**config.mk**
```make
export PLATFORM = sky130hd
export DESIGN_NAME = conv_encoder_puncturer_flat
export DESIGN_NICKNAME = d
export VERILOG_FILES = /design/src/rtl/conv_encoder_puncturer_if.sv /design/src/rtl/conv_encoder_puncturer.sv /design/src/flat_wrapper.sv
export SDC_FILE = /design/constraint.sdc
export NUM_CORES = 1
export LEC_CHECK = 0
export CORE_AREA = 5 5 59 56
export DETAILED_ROUTE_END_ITERATION = 16
export DIE_AREA = 0 0 64 61
export GPL_TIMING_DRIVEN = 0
export PLACE_DENSITY = 0.56
export SLEW_MARGIN = 15
export SYNTH_ARGS = -nofsm -noshare
export SYNTH_HDL_FRONTEND = slang
export SYNTH_SLANG_ARGS = --single-unit
```
**constraint.sdc**
```tcl
create_clock -name Clock -period 1.7 [get_ports Clock]
set_clock_uncertainty 0.1 [all_clocks]
set_input_delay 0.34 -clock Clock [delete_from_list [all_inputs] [get_ports Clock]]
set_output_delay 0.34 -clock Clock [all_outputs]
set_load 0.005 [all_outputs]
```
**src/rtl/conv_encoder_puncturer_if.sv**
```systemverilog
// conv_encoder_puncturer_if: control, input-side and output-side handshakes
// of the punctured convolutional encoder.
interface conv_encoder_puncturer_if;
    logic       Start;
    logic [1:0] Rate;
    logic       Input;
    logic       In_Valid;
    logic       In_Ready;
    logic       Output;
    logic       Out_Valid;
    logic       Out_Ready;

    modport master (
        output Start, Rate, Input, In_Valid, Out_Ready,
        input  In_Ready, Output, Out_Valid
    );

    modport slave (
        input  Start, Rate, Input, In_Valid, Out_Ready,
        output In_Ready, Output, Out_Valid
    );
endinterface

```
**src/rtl/conv_encoder_puncturer.sv**
```systemverilog
// conv_encoder_puncturer: bit-serial 802.11a K=7 convolutional encoder with
// rate 1/2, 2/3 and 3/4 puncturing, one coded bit per clock at most.
module conv_encoder_puncturer #(
    parameter int             K  = 7,
    parameter logic [K-1:0]   G0 = 7'b1011011,
    parameter logic [K-1:0]   G1 = 7'b1111001
) (
    input logic Clock,
    input logic Reset,
    conv_encoder_puncturer_if.slave bus
);
    logic [1:K-1] sr;
    logic [1:0]   phase;
    logic [1:0]   rate_q;
    logic [1:0]   last_phase;
    logic         pending;
    logic         pending_bit;
    logic         accept;
    logic         xfer;
    logic         bit_a;
    logic         bit_b;
    logic         keep_a;
    logic         keep_b;

    assign bus.In_Ready = !bus.Start && !pending && (!bus.Out_Valid || bus.Out_Ready);
    assign accept       = bus.In_Valid && bus.In_Ready;
    assign xfer         = bus.Out_Valid && bus.Out_Ready;
    // {current, s[1..K-1]} lines up with the generator bit order (MSB = current)
    assign bit_a        = ^({bus.Input, sr} & G0);
    assign bit_b        = ^({bus.Input, sr} & G1);
    assign last_phase   = rate_q == 2'b01 ? 2'd1 : rate_q == 2'b10 ? 2'd2 : 2'd0;
    assign keep_a       = !(rate_q == 2'b10 && phase == 2'd2);
    assign keep_b       = phase != 2'd1;

    always_ff @(posedge Clock or negedge Reset) begin
        if (!Reset) begin
            sr            <= '0;
            phase         <= '0;
            rate_q        <= '0;
            pending       <= 1'b0;
            pending_bit   <= 1'b0;
            bus.Output    <= 1'b0;
            bus.Out_Valid <= 1'b0;
        end else if (bus.Start) begin
            sr            <= '0;
            phase         <= '0;
            rate_q        <= bus.Rate == 2'b11 ? 2'b00 : bus.Rate;
            pending       <= 1'b0;
            bus.Out_Valid <= 1'b0;
        end else if (accept) begin
            sr            <= {bus.Input, sr[1:K-2]};
            phase         <= phase == last_phase ? 2'd0 : phase + 2'd1;
            bus.Output    <= keep_a ? bit_a : bit_b;
            bus.Out_Valid <= 1'b1;
            pending       <= keep_a && keep_b;
            pending_bit   <= bit_b;
        end else if (xfer) begin
            if (pending) begin
                bus.Output <= pending_bit;
                pending    <= 1'b0;
            end else begin
                bus.Out_Valid <= 1'b0;
            end
        end
    end
endmodule

```
**src/flat_wrapper.sv**
```systemverilog
// flat-port wrapper written by rule: the top's interface ports become plain ports
module conv_encoder_puncturer_flat 
#(
    parameter int             K  = 7,
    parameter logic [K-1:0]   G0 = 7'b1011011,
    parameter logic [K-1:0]   G1 = 7'b1111001
)
  (Clock, Reset, bus_Start, bus_Rate, bus_Input, bus_In_Valid, bus_Out_Ready, bus_In_Ready, bus_Output, bus_Out_Valid);
  conv_encoder_puncturer_if bus_i ();
  input logic Clock;
  input logic Reset;
  input wire logic [$bits(bus_i.Start)-1:0] bus_Start;
  input wire logic [$bits(bus_i.Rate)-1:0] bus_Rate;
  input wire logic [$bits(bus_i.Input)-1:0] bus_Input;
  input wire logic [$bits(bus_i.In_Valid)-1:0] bus_In_Valid;
  input wire logic [$bits(bus_i.Out_Ready)-1:0] bus_Out_Ready;
  output wire logic [$bits(bus_i.In_Ready)-1:0] bus_In_Ready;
  output wire logic [$bits(bus_i.Output)-1:0] bus_Output;
  output wire logic [$bits(bus_i.Out_Valid)-1:0] bus_Out_Valid;
  assign bus_i.Start = bus_Start;
  assign bus_i.Rate = bus_Rate;
  assign bus_i.Input = bus_Input;
  assign bus_i.In_Valid = bus_In_Valid;
  assign bus_i.Out_Ready = bus_Out_Ready;
  assign bus_In_Ready = bus_i.In_Ready;
  assign bus_Output = bus_i.Output;
  assign bus_Out_Valid = bus_i.Out_Valid;
  conv_encoder_puncturer #(.K(K), .G0(G0), .G1(G1)) u_core (.Clock(Clock), .Reset(Reset), .bus(bus_i));
endmodule
```
## Word level (Yosys, flattened, before mapping)

Cells that the tools add are included.

| operators by class | value |
|---|---|
| add/sub/neg operators | 1 |
| equality and inequality tests | 7 |
| mux-type cells | 19 |
| bitwise operators | 1 |
| reduce and logical (&&, ||, !) cells | 20 |

Operator list:

| cell | count |
|---|---|
| XOR reduction 7 bit | 2 |
| 2-to-1 mux 2 bit | 6 |
| 2-to-1 mux 6 bit | 2 |
| 2-to-1 mux 1 bit | 11 |
| equality test 2 bit (second input constant) | 3 |
| logical AND 1 bit | 6 |
| nonzero test 2 bit | 3 |
| logical NOT 1 bit | 4 |
| AND reduction 2 bit | 2 |
| inequality test 3 bit (second input constant) | 1 |
| AND reduction 3 bit | 1 |
| nonzero test 3 bit | 1 |
| adder 2 x 1 -> 2 bit (second input constant) | 1 |
| equality test 2 x 1 -> 1 bit (second input constant) | 1 |
| equality test 2 bit | 1 |
| inequality test 2 x 1 -> 1 bit (second input constant) | 1 |
| logical OR 1 bit | 1 |
| inverter 1 bit | 1 |

| storage, ports and cells | value |
|---|---|
| register bits | 14 |
| input port bits | 8 |
| output and inout bits | 3 |
| logic and storage cells | 55 |

## Longest topological paths before layout

Gate-level depths: netlist of run 1.

| logic depth | value |
|---|---|
| depth after elaboration | 7 |
| mapped depth | 6 |
| mapped depth without buffers | 6 |

## Least setup slack after synthesis of run 1

No wires, ideal clock.

| path | value |
|---|---|
| path type | reg-to-reg |
| start | reg u_core.phase[0] |
| end | reg u_core.bus.Output |
| library setup time | 0.132 ns |
| arrival | 1.128 ns |
| required time | 1.468 ns |
| slack | 0.340 ns |
| stages on the path, launching flop included | 7 |
| buffers on the path | 0 |
| clock period less this slack | 1.360 ns |
| cell sequence | dfrtp_1 inv_1 ha_1 nand3b_1 mux2i_1 xor2_1 o21ai_0 |

| between the ends | value |
|---|---|
| longest elaborated chain between the ends | 4 |

Ends and longest elaborated chain:

| element | line | text |
|---|---|---|
| start: declaration | conv_encoder_puncturer.sv:13 | `logic [1:0] phase;` |
| start signal: assignment | conv_encoder_puncturer.sv:52 | `phase <= phase == last_phase ? 2'd0 : phase + 2'd1;` |
| equality test 2 bit | conv_encoder_puncturer.sv:32 | `assign keep_a = !(rate_q == 2'b10 && phase == 2'd2);` |
| logical AND 1 bit | conv_encoder_puncturer.sv:32 |  |
| 2-to-1 mux 1 bit | conv_encoder_puncturer.sv:53 | `bus.Output <= keep_a ? bit_a : bit_b;` |
| 2-to-1 mux 1 bit | conv_encoder_puncturer.sv:50 | `end else if (accept) begin` |
| end signal: assignment | conv_encoder_puncturer.sv:53 |  |
| end signal: assignment | conv_encoder_puncturer.sv:59 | `bus.Output <= pending_bit;` |
| end: declaration | conv_encoder_puncturer_if.sv:20 | `output In_Ready, Output, Out_Valid` |

No other way between the ends.
A chain may end at the register's enable or synchronous reset.

## Worst setup path after layout of run 1

| path | value |
|---|---|
| start | reg u_core.bus.Out_Valid |
| end | out bus_Out_Valid |

RTL lines:

| element | line | text |
|---|---|---|
| start: declaration | conv_encoder_puncturer_if.sv:20 |  |
| start signal: assignment | conv_encoder_puncturer.sv:43 | `bus.Out_Valid <= 1'b0;` |
| start signal: assignment | conv_encoder_puncturer.sv:49 | `bus.Out_Valid <= 1'b0;` |
| start signal: assignment | conv_encoder_puncturer.sv:54 | `bus.Out_Valid <= 1'b1;` |
| end: declaration | flat_wrapper.sv:19 | `output wire logic [$bits(bus_i.Out_Valid)-1:0] bus_Out_Valid;` |

No word-level cell between the ends.

==> results.yml, run 1 <==
status:
  run_status: "finished, final reports clean"
worst_hold_path:
  hold_end: "u_core.phase[0]"
  hold_class: "in2reg"
  min_from: "bus_Start"
  min_path_cells: 2
global_routing:
  grt_pass1_vias: 571
  grt_overflow_total: 0
  grtUsageTotal_pct: 8.45
  grt_pass1_wl_um: 2500
  grt_max_degree: 15
  antenna_found_initial: 0
sta:
  hold_viol: 0
  fin_crit_sh_pct: 93.9
  slew_violations: 0
  timing.fmax_mhz: 627
  max_slew_margin_pct: 58.2
  postLayoutSetupSlackWorst_ns: 0.104
  finalSetupTns_ns: 0
  setup_viol: 0
  worst_pin_slew_ns: 0.625
  timing.hold.ws_ns: 0.252
  fin_crit_ns: 1.60
  grt_setup_unrepaired: "no"
cts:
  path_clk_slew_ns: 0.08
  clkLatencyLatePin_ns: 0.28
  cts.path.max_buffers: 2
  root_buffer: "clkbuf_4"
  cts_made_buffers: 3
  htree_levels: 1
  cts_tree: "built"
  holdBufCountCts: 0
  clock_sink_count: 14
pwr:
  p_comb_share_pct: 20.7
  power_mw: 0.799
  ir_drop_mv: 0.424
  p_leak_nw: 0.402
  switching_share_pct: 26.3
  total_switching_power_mw: 0.210
  clkPwrFrac_pct: 30.2
  sequentialPowerShare_pct: 49.1
  power_density_nw_per_um2: 845
  p_int_mw: 0.589
cells_and_area:
  layout_common_cells: "16 x nand2_1, 13 x dfrtp_1, 7 x clkdlybuf4s50_1"
  mostFrequentLayoutCell: "nand2_1"
  area_delta_synth_final_pct: 24.8
  multi_input_area_um2: 374
  fillers: 277
  utilization_pct: 35.9
  seqCellArea_um2: 352
  drive_gt1_share_pct: 14.0
  num_antenna_cells: 0
  finalNonFillerCells: 123
  postLayoutCellArea_um2: 946
  nets: 104
critical_path:
  r2r_start: "u_core.phase[0]"
  cp_slowest_cell: "clkdlybuf4s50_1"
  worst-path-max-fanout: 3
  required_ns: 1.26
  r2r_slack_ns: 0.21
  end_kind: "output pin"
  worstPathArrival_ns: 1.16
  criticalPathCategory: "reg2out"
  path_cells: "clkdlybuf4s50_1"
  cp-start-kind: "flip-flop"
  crit-reg2reg-capture: "u_core.bus.Output"
  worstRegToRegCells: 6
  slowest_delay_ns: 0.50
  worst-path-buf-inv: 1
  critPathTopFamily: "buffers and inverters"
job:
  maxCapViolCount: 0
floorplanning:
  start_util_pct: 28.8
  rows: 18
  num_io_pins: 11
  die_x_um: 64
  die_y_um: 61
  die_area_um2: 3900
  coreArea_um2: 2640
placement:
  dp.cells: 118
  place_ws_ns: -0.700
  postPlaceCellArea_um2: 896
  gp_congestion: 0.759
  hpwl_um: 1060
  portBuffers: 10
yosys:
  async_flop_share_pct: 100
  synth_edf_count: 0
  ys_types: 27
  syn_area_um2: 758
  seq_area_frac_synth_pct: 46.2
  synth_nets: 88
  ys.flop_type: "dfrtp_1"
  yosysWarningCount: 0
  synth_area_leaders: "dfrtp_1 46%, nand2_1 7.9%, xor2_1 4.6%"
  ys_ff_latch: 14
  yosysTopAreaCell: "dfrtp_1"
  synthCells: 78
  yosys.area.top_type_share_pct: 46.2
  synth.avg_cell_area_um2: 9.72
detailed_routing:
  wl_per_cell_um: 11.6
  drcViolationCount: 0
  drt_iter0_drc: 20
  routed-via-count: 589
  wl_um: 1430
  ant_nets: 0
  drt_pre_antenna_iters: 2
  vias_per_cell: 4.79
logic make-up (layout without fill, tap and decap cells):
kind of cell / count (synthesis) / in the layout / synth area share [%]
flip-flops: 14 / 14 / 46.2
adder cells (fa/ha/maj): 2 / 2 / 3.30
buffers and inverters: 8 / 23 / 4.46
multiplexers: 2 / 2 / 3.30
AO/OA/AOI/OAI: 19 / 19 / 15.8
AND/OR/NAND/NOR: 27 / 27 / 20.0
XOR/XNOR: 6 / 6 / 6.93
synthesized netlist by cell type, types with 2 or more instances:
cell type,n
nand2_1,16
inv_1,6
a21oi_1,6
xnor2_1,2
xor2_1,4
o21ai_0,5
nand3_1,2
dfrtp_1,14
ha_1,2
o31ai_1,2
nand3b_1,3
metal layers:
layer	track usage [%]	up-vias	part of all wire (%)
li1	-	300	-
met1	10.6	275	47
met2	12.8	12	46
met3	4.26	2	7.0
met4	2.67	0	0.77
met5	0	-	0
final cells by class:
type | instances | area share [%]
multi-input combinational | 56 | 39.6
sequential | 14 | 37.2
timing repair buffer | 11 | 10.8
tap | 30 | 3.97
clock buffer | 4 | 3.84
inverter | 6 | 2.38
buffer | 2 | 2.25
flip-flops by register name (all words and copies together) (netlist names):
| register | cells |
|---|---|
| u_core.sr | 6 |
| u_core.bus.Out_Valid | 1 |
| u_core.pending | 1 |
| u_core.bus.Output | 1 |
| u_core.rate_q | 2 |
| u_core.phase | 2 |
| u_core.pending_bit | 1 |
worst max path at each step:
| stage | startpoint | end | slack, ns | depth (start not counted) |
|---|---|---|---|---|
| after floorplan | u_core.phase[0] | u_core.bus.Output | 0.34 | 6 |
| after global placement | bus_Start | bus_In_Ready | -0.68 | 4 |
| after detailed placement | bus_Start | bus_In_Ready | -0.70 | 4 |
| after CTS | bus_Start | bus_In_Ready | -0.03 | 4 |
| after global routing | u_core.pending | bus_In_Ready | 0.06 | 2 |
| final | u_core.bus.Out_Valid | bus_Out_Valid | 0.10 | 1 |
power groups by stage:
| stage | Combinational (mW) | Sequential [mW] | Clock [mW] |
|---|---|---|---|
| 6_report | 0.166 | 0.392 | 0.241 |
| 5_1_grt | 0.184 | 0.398 | 0.270 |
| 4_1_cts | 0.163 | 0.395 | 0.255 |
| 3_5_place_dp | 0.163 | 0.401 | 0 |
| 3_3_place_gp | 0.160 | 0.400 | 0 |
| 2_1_floorplan | 0.0950 | 0.395 | 0 |
what timing repair did:
action	CTS	global route
resized for setup	9	2
setup endpoints to repair	2	2
setup buffers	0	1
No activity file was read; power rests on OpenSTA's default activity.
==> run 2: changes to the inputs <==
CAP_MARGIN = 20   (was default)
==> results of run 2 <==
Final layout, timing and power as in run 1 (identical DEF).
